File: src/rtl/mem_port_arbiter.sv
// mem_port_arbiter: shares one main-memory port between the I-cache (read-only)
// and the D-cache (read/write). Round-robin grant, one transaction in flight,
// registered memory strobes and requester responses, and a watchdog that
// aborts a transaction whose memory ack never arrives.
module mem_port_arbiter #(
    parameter int ADDR_W  = 32,
    parameter int DATA_W  = 32,
    parameter int TIMEOUT = 255
) (
    input  logic              clk,
    input  logic              rst,
    input  logic              i_req,
    input  logic [ADDR_W-1:0] i_addr,
    output logic              i_ack,
    output logic [DATA_W-1:0] i_rdata,
    input  logic              d_req,
    input  logic              d_we,
    input  logic [ADDR_W-1:0] d_addr,
    input  logic [DATA_W-1:0] d_wdata,
    output logic              d_ack,
    output logic [DATA_W-1:0] d_rdata,
    output logic              mem_rd_en,
    output logic              mem_wr_en,
    output logic [ADDR_W-1:0] mem_addr,
    output logic [DATA_W-1:0] mem_wdata,
    input  logic [DATA_W-1:0] mem_rdata,
    input  logic              mem_ack,
    output logic              busy,
    output logic              timeout_err,
    output logic              err
);

    // Watchdog counter wide enough to hold TIMEOUT-1; the abort fires on the
    // edge that ends the TIMEOUT-th BUSY cycle.
    localparam int               CNT_W    = (TIMEOUT < 2) ? 1 : $clog2(TIMEOUT + 1);
    localparam bit               WD_EN    = (TIMEOUT != 0);
    localparam logic [CNT_W-1:0] CNT_LAST = WD_EN ? CNT_W'(TIMEOUT - 1) : {CNT_W{1'b0}};
    localparam logic [CNT_W-1:0] CNT_ONE  = CNT_W'(1);

    typedef enum logic [2:0] {
        ST_IDLE   = 3'd0,
        ST_BUSY_I = 3'd1,
        ST_BUSY_D = 3'd2,
        ST_RESP_I = 3'd3,
        ST_RESP_D = 3'd4
    } state_t;

    state_t           r_state;
    logic             r_last_d;   // 1: the most recent grant went to the D-cache
    logic [CNT_W-1:0] r_cnt;

    logic             w_grant_i;
    logic             w_grant_d;
    logic             w_timeout;
    logic             w_is_d;

    // Round-robin grant decision: a tie goes to the requester not served last.
    always_comb begin
        w_grant_i = 1'b0;
        w_grant_d = 1'b0;
        if (i_req && d_req) begin
            if (r_last_d) begin
                w_grant_i = 1'b1;
            end else begin
                w_grant_d = 1'b1;
            end
        end else if (i_req) begin
            w_grant_i = 1'b1;
        end else if (d_req) begin
            w_grant_d = 1'b1;
        end else begin
            w_grant_i = 1'b0;
            w_grant_d = 1'b0;
        end
    end

    // Watchdog expiry and which side owns the transaction in flight.
    always_comb begin
        w_timeout = 1'b0;
        w_is_d    = 1'b0;
        if (WD_EN && (r_cnt == CNT_LAST)) begin
            w_timeout = 1'b1;
        end else begin
            w_timeout = 1'b0;
        end
        if (r_state == ST_BUSY_D) begin
            w_is_d = 1'b1;
        end else begin
            w_is_d = 1'b0;
        end
    end

    // Arbitration FSM with all memory-side and requester-side outputs registered.
    always_ff @(posedge clk or posedge rst) begin
        if (rst) begin
            r_state     <= ST_IDLE;
            r_last_d    <= 1'b1;
            r_cnt       <= {CNT_W{1'b0}};
            i_ack       <= 1'b0;
            i_rdata     <= {DATA_W{1'b0}};
            d_ack       <= 1'b0;
            d_rdata     <= {DATA_W{1'b0}};
            mem_rd_en   <= 1'b0;
            mem_wr_en   <= 1'b0;
            mem_addr    <= {ADDR_W{1'b0}};
            mem_wdata   <= {DATA_W{1'b0}};
            busy        <= 1'b0;
            timeout_err <= 1'b0;
            err         <= 1'b0;
        end else begin
            case (r_state)
                ST_IDLE: begin
                    r_cnt <= {CNT_W{1'b0}};
                    i_ack <= 1'b0;
                    d_ack <= 1'b0;
                    err   <= 1'b0;
                    if (w_grant_i) begin
                        mem_addr  <= i_addr;
                        mem_rd_en <= 1'b1;
                        mem_wr_en <= 1'b0;
                        r_last_d  <= 1'b0;
                        busy      <= 1'b1;
                        r_state   <= ST_BUSY_I;
                    end else if (w_grant_d) begin
                        mem_addr  <= d_addr;
                        mem_wdata <= d_wdata;
                        mem_rd_en <= ~d_we;
                        mem_wr_en <= d_we;
                        r_last_d  <= 1'b1;
                        busy      <= 1'b1;
                        r_state   <= ST_BUSY_D;
                    end else begin
                        mem_rd_en <= 1'b0;
                        mem_wr_en <= 1'b0;
                        busy      <= 1'b0;
                        r_state   <= ST_IDLE;
                    end
                end
                ST_BUSY_I, ST_BUSY_D: begin
                    // mem_ack is checked first so it wins over a coincident expiry.
                    if (mem_ack) begin
                        mem_rd_en <= 1'b0;
                        mem_wr_en <= 1'b0;
                        err       <= 1'b0;
                        r_cnt     <= {CNT_W{1'b0}};
                        if (w_is_d) begin
                            d_rdata <= mem_rdata;
                            d_ack   <= 1'b1;
                            r_state <= ST_RESP_D;
                        end else begin
                            i_rdata <= mem_rdata;
                            i_ack   <= 1'b1;
                            r_state <= ST_RESP_I;
                        end
                    end else if (w_timeout) begin
                        mem_rd_en   <= 1'b0;
                        mem_wr_en   <= 1'b0;
                        err         <= 1'b1;
                        timeout_err <= 1'b1;
                        r_cnt       <= {CNT_W{1'b0}};
                        if (w_is_d) begin
                            d_rdata <= {DATA_W{1'b0}};
                            d_ack   <= 1'b1;
                            r_state <= ST_RESP_D;
                        end else begin
                            i_rdata <= {DATA_W{1'b0}};
                            i_ack   <= 1'b1;
                            r_state <= ST_RESP_I;
                        end
                    end else begin
                        r_cnt <= r_cnt + CNT_ONE;
                    end
                end
                ST_RESP_I, ST_RESP_D: begin
                    i_ack   <= 1'b0;
                    d_ack   <= 1'b0;
                    err     <= 1'b0;
                    busy    <= 1'b0;
                    r_cnt   <= {CNT_W{1'b0}};
                    r_state <= ST_IDLE;
                end
                default: begin
                    i_ack     <= 1'b0;
                    d_ack     <= 1'b0;
                    err       <= 1'b0;
                    busy      <= 1'b0;
                    mem_rd_en <= 1'b0;
                    mem_wr_en <= 1'b0;
                    r_cnt     <= {CNT_W{1'b0}};
                    r_state   <= ST_IDLE;
                end
            endcase
        end
    end

endmodule

File: config.mk
export PLATFORM = sky130hd
export DESIGN_NAME = mem_port_arbiter
export DESIGN_NICKNAME = d
export VERILOG_FILES = /design/src/rtl/mem_port_arbiter.sv
export SDC_FILE = /design/constraint.sdc
export NUM_CORES = 1
export LEC_CHECK = 0
export CAP_MARGIN = 20
export CORE_ASPECT_RATIO = 0.8
export CORE_UTILIZATION = 56
export CTS_CLUSTER_DIAMETER = 150
export DETAILED_ROUTE_END_ITERATION = 10
export DONT_BUFFER_PORTS = 1
export PLACE_DENSITY = 0.71
export SETUP_SLACK_MARGIN = 0.3
export SYNTH_ARGS = -nofsm -noshare
export SYNTH_HDL_FRONTEND = slang
export SYNTH_SLANG_ARGS = --single-unit
File: constraint.sdc
create_clock -name clk -period 13.7 [get_ports clk]
set_input_delay 2.74 -clock clk [delete_from_list [all_inputs] [get_ports clk]]
set_output_delay 2.74 -clock clk [all_outputs]
set_load 0.02 [all_outputs]
# After elaboration in Yosys (flattened, before gate mapping)
# Index checks and enable logic that the tools add are counted.
# op_classes
eq_ne	6
add_sub_neg	1
n_reduce_logical	12
bitwise_logic	5
muxes	52
# ops
cell	n
2-to-1 mux 32 bit	10
2-to-1 mux 1 bit	30
2-to-1 mux 8 bit	3
AND reduction 3 bit	4
2-to-1 mux 3 bit	3
adder 8 x 1 -> 8 bit (second input constant)	1
== test 8 bit (second input constant)	1
== test 3 x 2 -> 1 bit (second input constant)	2
case mux 1 bit (3 select lines)	2
case mux 3 bit (2 select lines)	1
inverter 1 bit	5
2-to-1 mux 2 bit	2
AND reduction 2 bit	2
nonzero test 2 bit	2
OR reduction 2 bit	2
== test 3 x 1 -> 1 bit (second input constant)	1
== test 3 bit (second input constant)	1
logical NOT 3 bit	1
inequality test 3 bit (second input constant)	1
case mux 1 bit (2 select lines)	1
logical AND 1 bit	1
# word_totals
input_bits	134
regBits	147
out_inout_bits	135
elab_cells	90

# Longest topological paths before layout
# depth
depth_word	6
depth_mapped	7
ltp_nobuf	6

# Worst setup path before layout
# Ideal clock, no wire load.
# synth_timing
kind	input port to flip-flop
from	in d_req
to	reg mem_wdata[10]
n_path_buf	1
path_stages	5
slack_ns	9.999
t_arrival_ns	3.576
path_cell_list	inv_1 a21oi_1 nand2_2 buf_6 mux2_4
# synth_between
elab_chain_cells	4
elab_cells_between_ends	7
# synth_rtl
item	line	source
start: declaration	16	input logic d_req,
2-to-1 mux 1 bit or logical AND 1 bit (tied branches)	69, 61	
2-to-1 mux 1 bit, on equally long branches	67, 61	
2-to-1 mux 1 bit or inverter 1 bit (tied branches)	--	
AND reduction 3 bit (no source line) (*)	--	
end signal: assignment	106	mem_wdata <= {DATA_W{1'b0}};
end signal: assignment	126	mem_wdata <= d_wdata;
end: declaration	25	output logic [DATA_W-1:0] mem_wdata,
# Every way passes the cells marked *; elsewhere a longest branch is shown, timed or not.
# A chain may end at the register's enable or synchronous reset.

==> results.toml <==
[outcome]
status = "complete, no violations"

[flow_run]
cap_violations = 0

[min_path]
hp-start = "r_cnt[0]"
hold_class = "flip-flop to flip-flop"

[final_layout]
drive_above_1_share_pct = 17.40
nNetsFinal = 577
stdcell_area_sq_um = 6633
final_common_cell = "dfrtp_1"
fin_cells = 595
area_growth_pct = 10.23
final_cell_mix = "dfrtp_1, a22o_1, nor2_1, a21oi_1, mux2i_1"

[floorplanning]
die_h_um = 94.72
num_rows = 33
dieWidth_um = 117.9
die_area_sq_um = 11170
core_area_sq_um = 10360
ios = 269
start_util_pct = 58.06

[place]
place_area_sq_um = 6023
place.gp.congestion = 0.7810
portBuffers = 0
dp.cells = 560
dp_hpwl_um = 8947

[route]
vias_per_cell = 6.039
routed_wl_um = 13190
vias = 3593
drtIter0Drc = 163
wl_per_cell_um = 22.17
detail-route-antenna-nets = 0
firstDrtPassIters = 4
drc_errors = 0

[synth]
async_reset_ff_share_pct = 100.0
ys.flop_type = "dfrtp_1"
yosysTopAreaCell = "dfrtp_1"
synth_warnings = 0
yosysUniqueCellTypes = 38
synth.ff_latch_count = 147
syn_avg_cell_area_sq_um = 13.46
synth_nets = 583
synth_edf_count = 0
synth_cells = 447
synth.yosys.seq_area_share_pct = 61.16
syn_area_sq_um = 6017
yosysTopAreaCellShare_pct = 60.72
synthTopCellsByArea = "dfrtp_1, a22o_1, mux2_4"

[power]
ir_worst_vdd_mv = 0.1505
leakage_nw = 3.213
p_switching_uw = 795.3
switching_share_pct = 42.09
seq_power_share_pct = 54.8
comb_power_share_pct = 21.9
power_mw = 1.890
p_int_mw = 1.094
pwr-share-clk_pct = 23.2
power_density_nw_per_um2 = 284.9

[sta]
fmax_mhz = 273.2
drv_slew = 0
layout_min_cycle_time_ns = 3.660
setup_violations = 0
skew_ns = 0.01006
whs_ns = 0.4983
fin_setup_tns_ns = 0
hold_violations = 0
grt_setup_unrepaired = "false"
relSlewSlack_pct = 45.98
min_period_over_period_pct = 26.72
tightest_slew_ns = 0.8103

[grt]
antenna_found_initial = 2
grt_pass1_vias = 3552
grt_max_degree = 92
track_usage_pct = 24.04
grt-ovfl-total = 0
grt_first_pass_wirelength_um = 20180

[clock_tree]
cts_tree = "yes"
cts_resized = 0
cts_inserted_buffers = 17
hold_buffers = 0
postCtsSetupBuffers = 0
path_clk_slew_ns = 0.07
clock-sinks = 147
clk_latency_ns = 0.41
htree_levels = 4
clk_path_buf_depth = 2
root_buffer = "clkbuf_16"

[worst_setup_path]
crit_path_end_kind = "primary output"
critical_path_required_ns = 10.96
cp_max_fo = 3
regToRegStartpoint = "r_cnt[0]"
crit_type = "flip-flop to primary output"
startpoint_type = "flip-flop"
critical_path_arrival_ns = 0.92
kinds of logic after synthesis:
logic type | share of synthesized area, %
compound gates | 14.39
xor+xnor | 1.019
fa+ha+maj | 0.4158
buf+inv | 4.034
flops | 61.16
mux | 13.23
simple gates | 5.760
final timing paths:
| kind | to | slack [ns] | cells after the start |
|---|---|---|---|
| worst max-delay path | i_ack | 10.04 | 0 |
| worst min-delay path | r_cnt[0] | 0.50 | 1 |
| worst max register to register | i_rdata[23] | 11.72 | 6 |
| worst min register to register | r_cnt[0] | 0.50 | 1 |
| max in group asynchronous | mem_wdata[6] | 10.08 | 2 |
| min in group asynchronous | mem_wdata[24] | 2.33 | 1 |
registers in the layout (all words and copies together) (netlist names), named ones only:
name and count:
d_rdata 32, r_last_d 1, i_rdata 32, busy 1, r_state 3, mem_wr_en 1, mem_wdata 32, d_ack 1
timeout_err 1, mem_rd_en 1, r_cnt 8, mem_addr 32, err 1
worst reg2reg max path: stages, from the launching register on:
cell,delay [ns]
dfrtp_1,0.41
inv_1,0.07
ha_1,0.14
nand3_1,0.16
o21bai_4,0.28
nand2_2,0.45
a22o_1,0.36
routing by layer:
metal  vias up  routed length, um  global-route usage [%]
li1       1594                  -                       -
met1      1806               5475                   30.50
met2       170               6521                   37.60
met3        21                963                   8.756
met4         2                220                   10.26
met5         -                 10                       0
per-stage QoR:
stage | setup WS (ns) | utilization (%)
after global placement | 9.362 | 58.12
after CTS | 9.743 | 63.59
after global routing | 9.830 | 64.00
after detailed placement | 9.306 | 58.12
after floorplan | 7.010 | -
final | 10.04 | 64.00
layout make-up:
| class | instances | area, sq um |
|---|---|---|
| Antenna cell | 1 | 2.502 |
| Clock buffer | 17 | 425.4 |
| Clock inverter | 15 | 141.4 |
| Fill cell | 782 | 3731 |
| Inverter | 7 | 31.28 |
| Multi-Input combinational cell | 262 | 2107 |
| Sequential cell | 147 | 3680 |
| Tap cell | 140 | 175.2 |
| Timing Repair Buffer | 6 | 70.07 |
synth_stat cells (all sizes together), types with 2 or more instances:
library cell / count
a21boi: 2
a21o: 2
a21oi: 37
a22o: 64
and3: 3
buf: 30
dfrtp: 146
ha: 2
inv: 7
mux2: 32
mux2i: 33
nand2: 7
nand3: 5
nor2: 48
nor3: 3
o21a: 2
o21ai: 7
xnor2: 4
xor2: 3
power by group through the flow:
stage | Clock, mW | Sequential [mW] | Combinational (mW)
after floorplan | 0 | 0.969 | 0.382
after global placement | 0 | 1.04 | 0.390
after detailed placement | 0 | 1.04 | 0.411
after CTS | 0.448 | 1.04 | 0.413
after global routing | 0.468 | 1.06 | 0.462
final | 0.439 | 1.04 | 0.415
(Power assumes the default switching activity.)
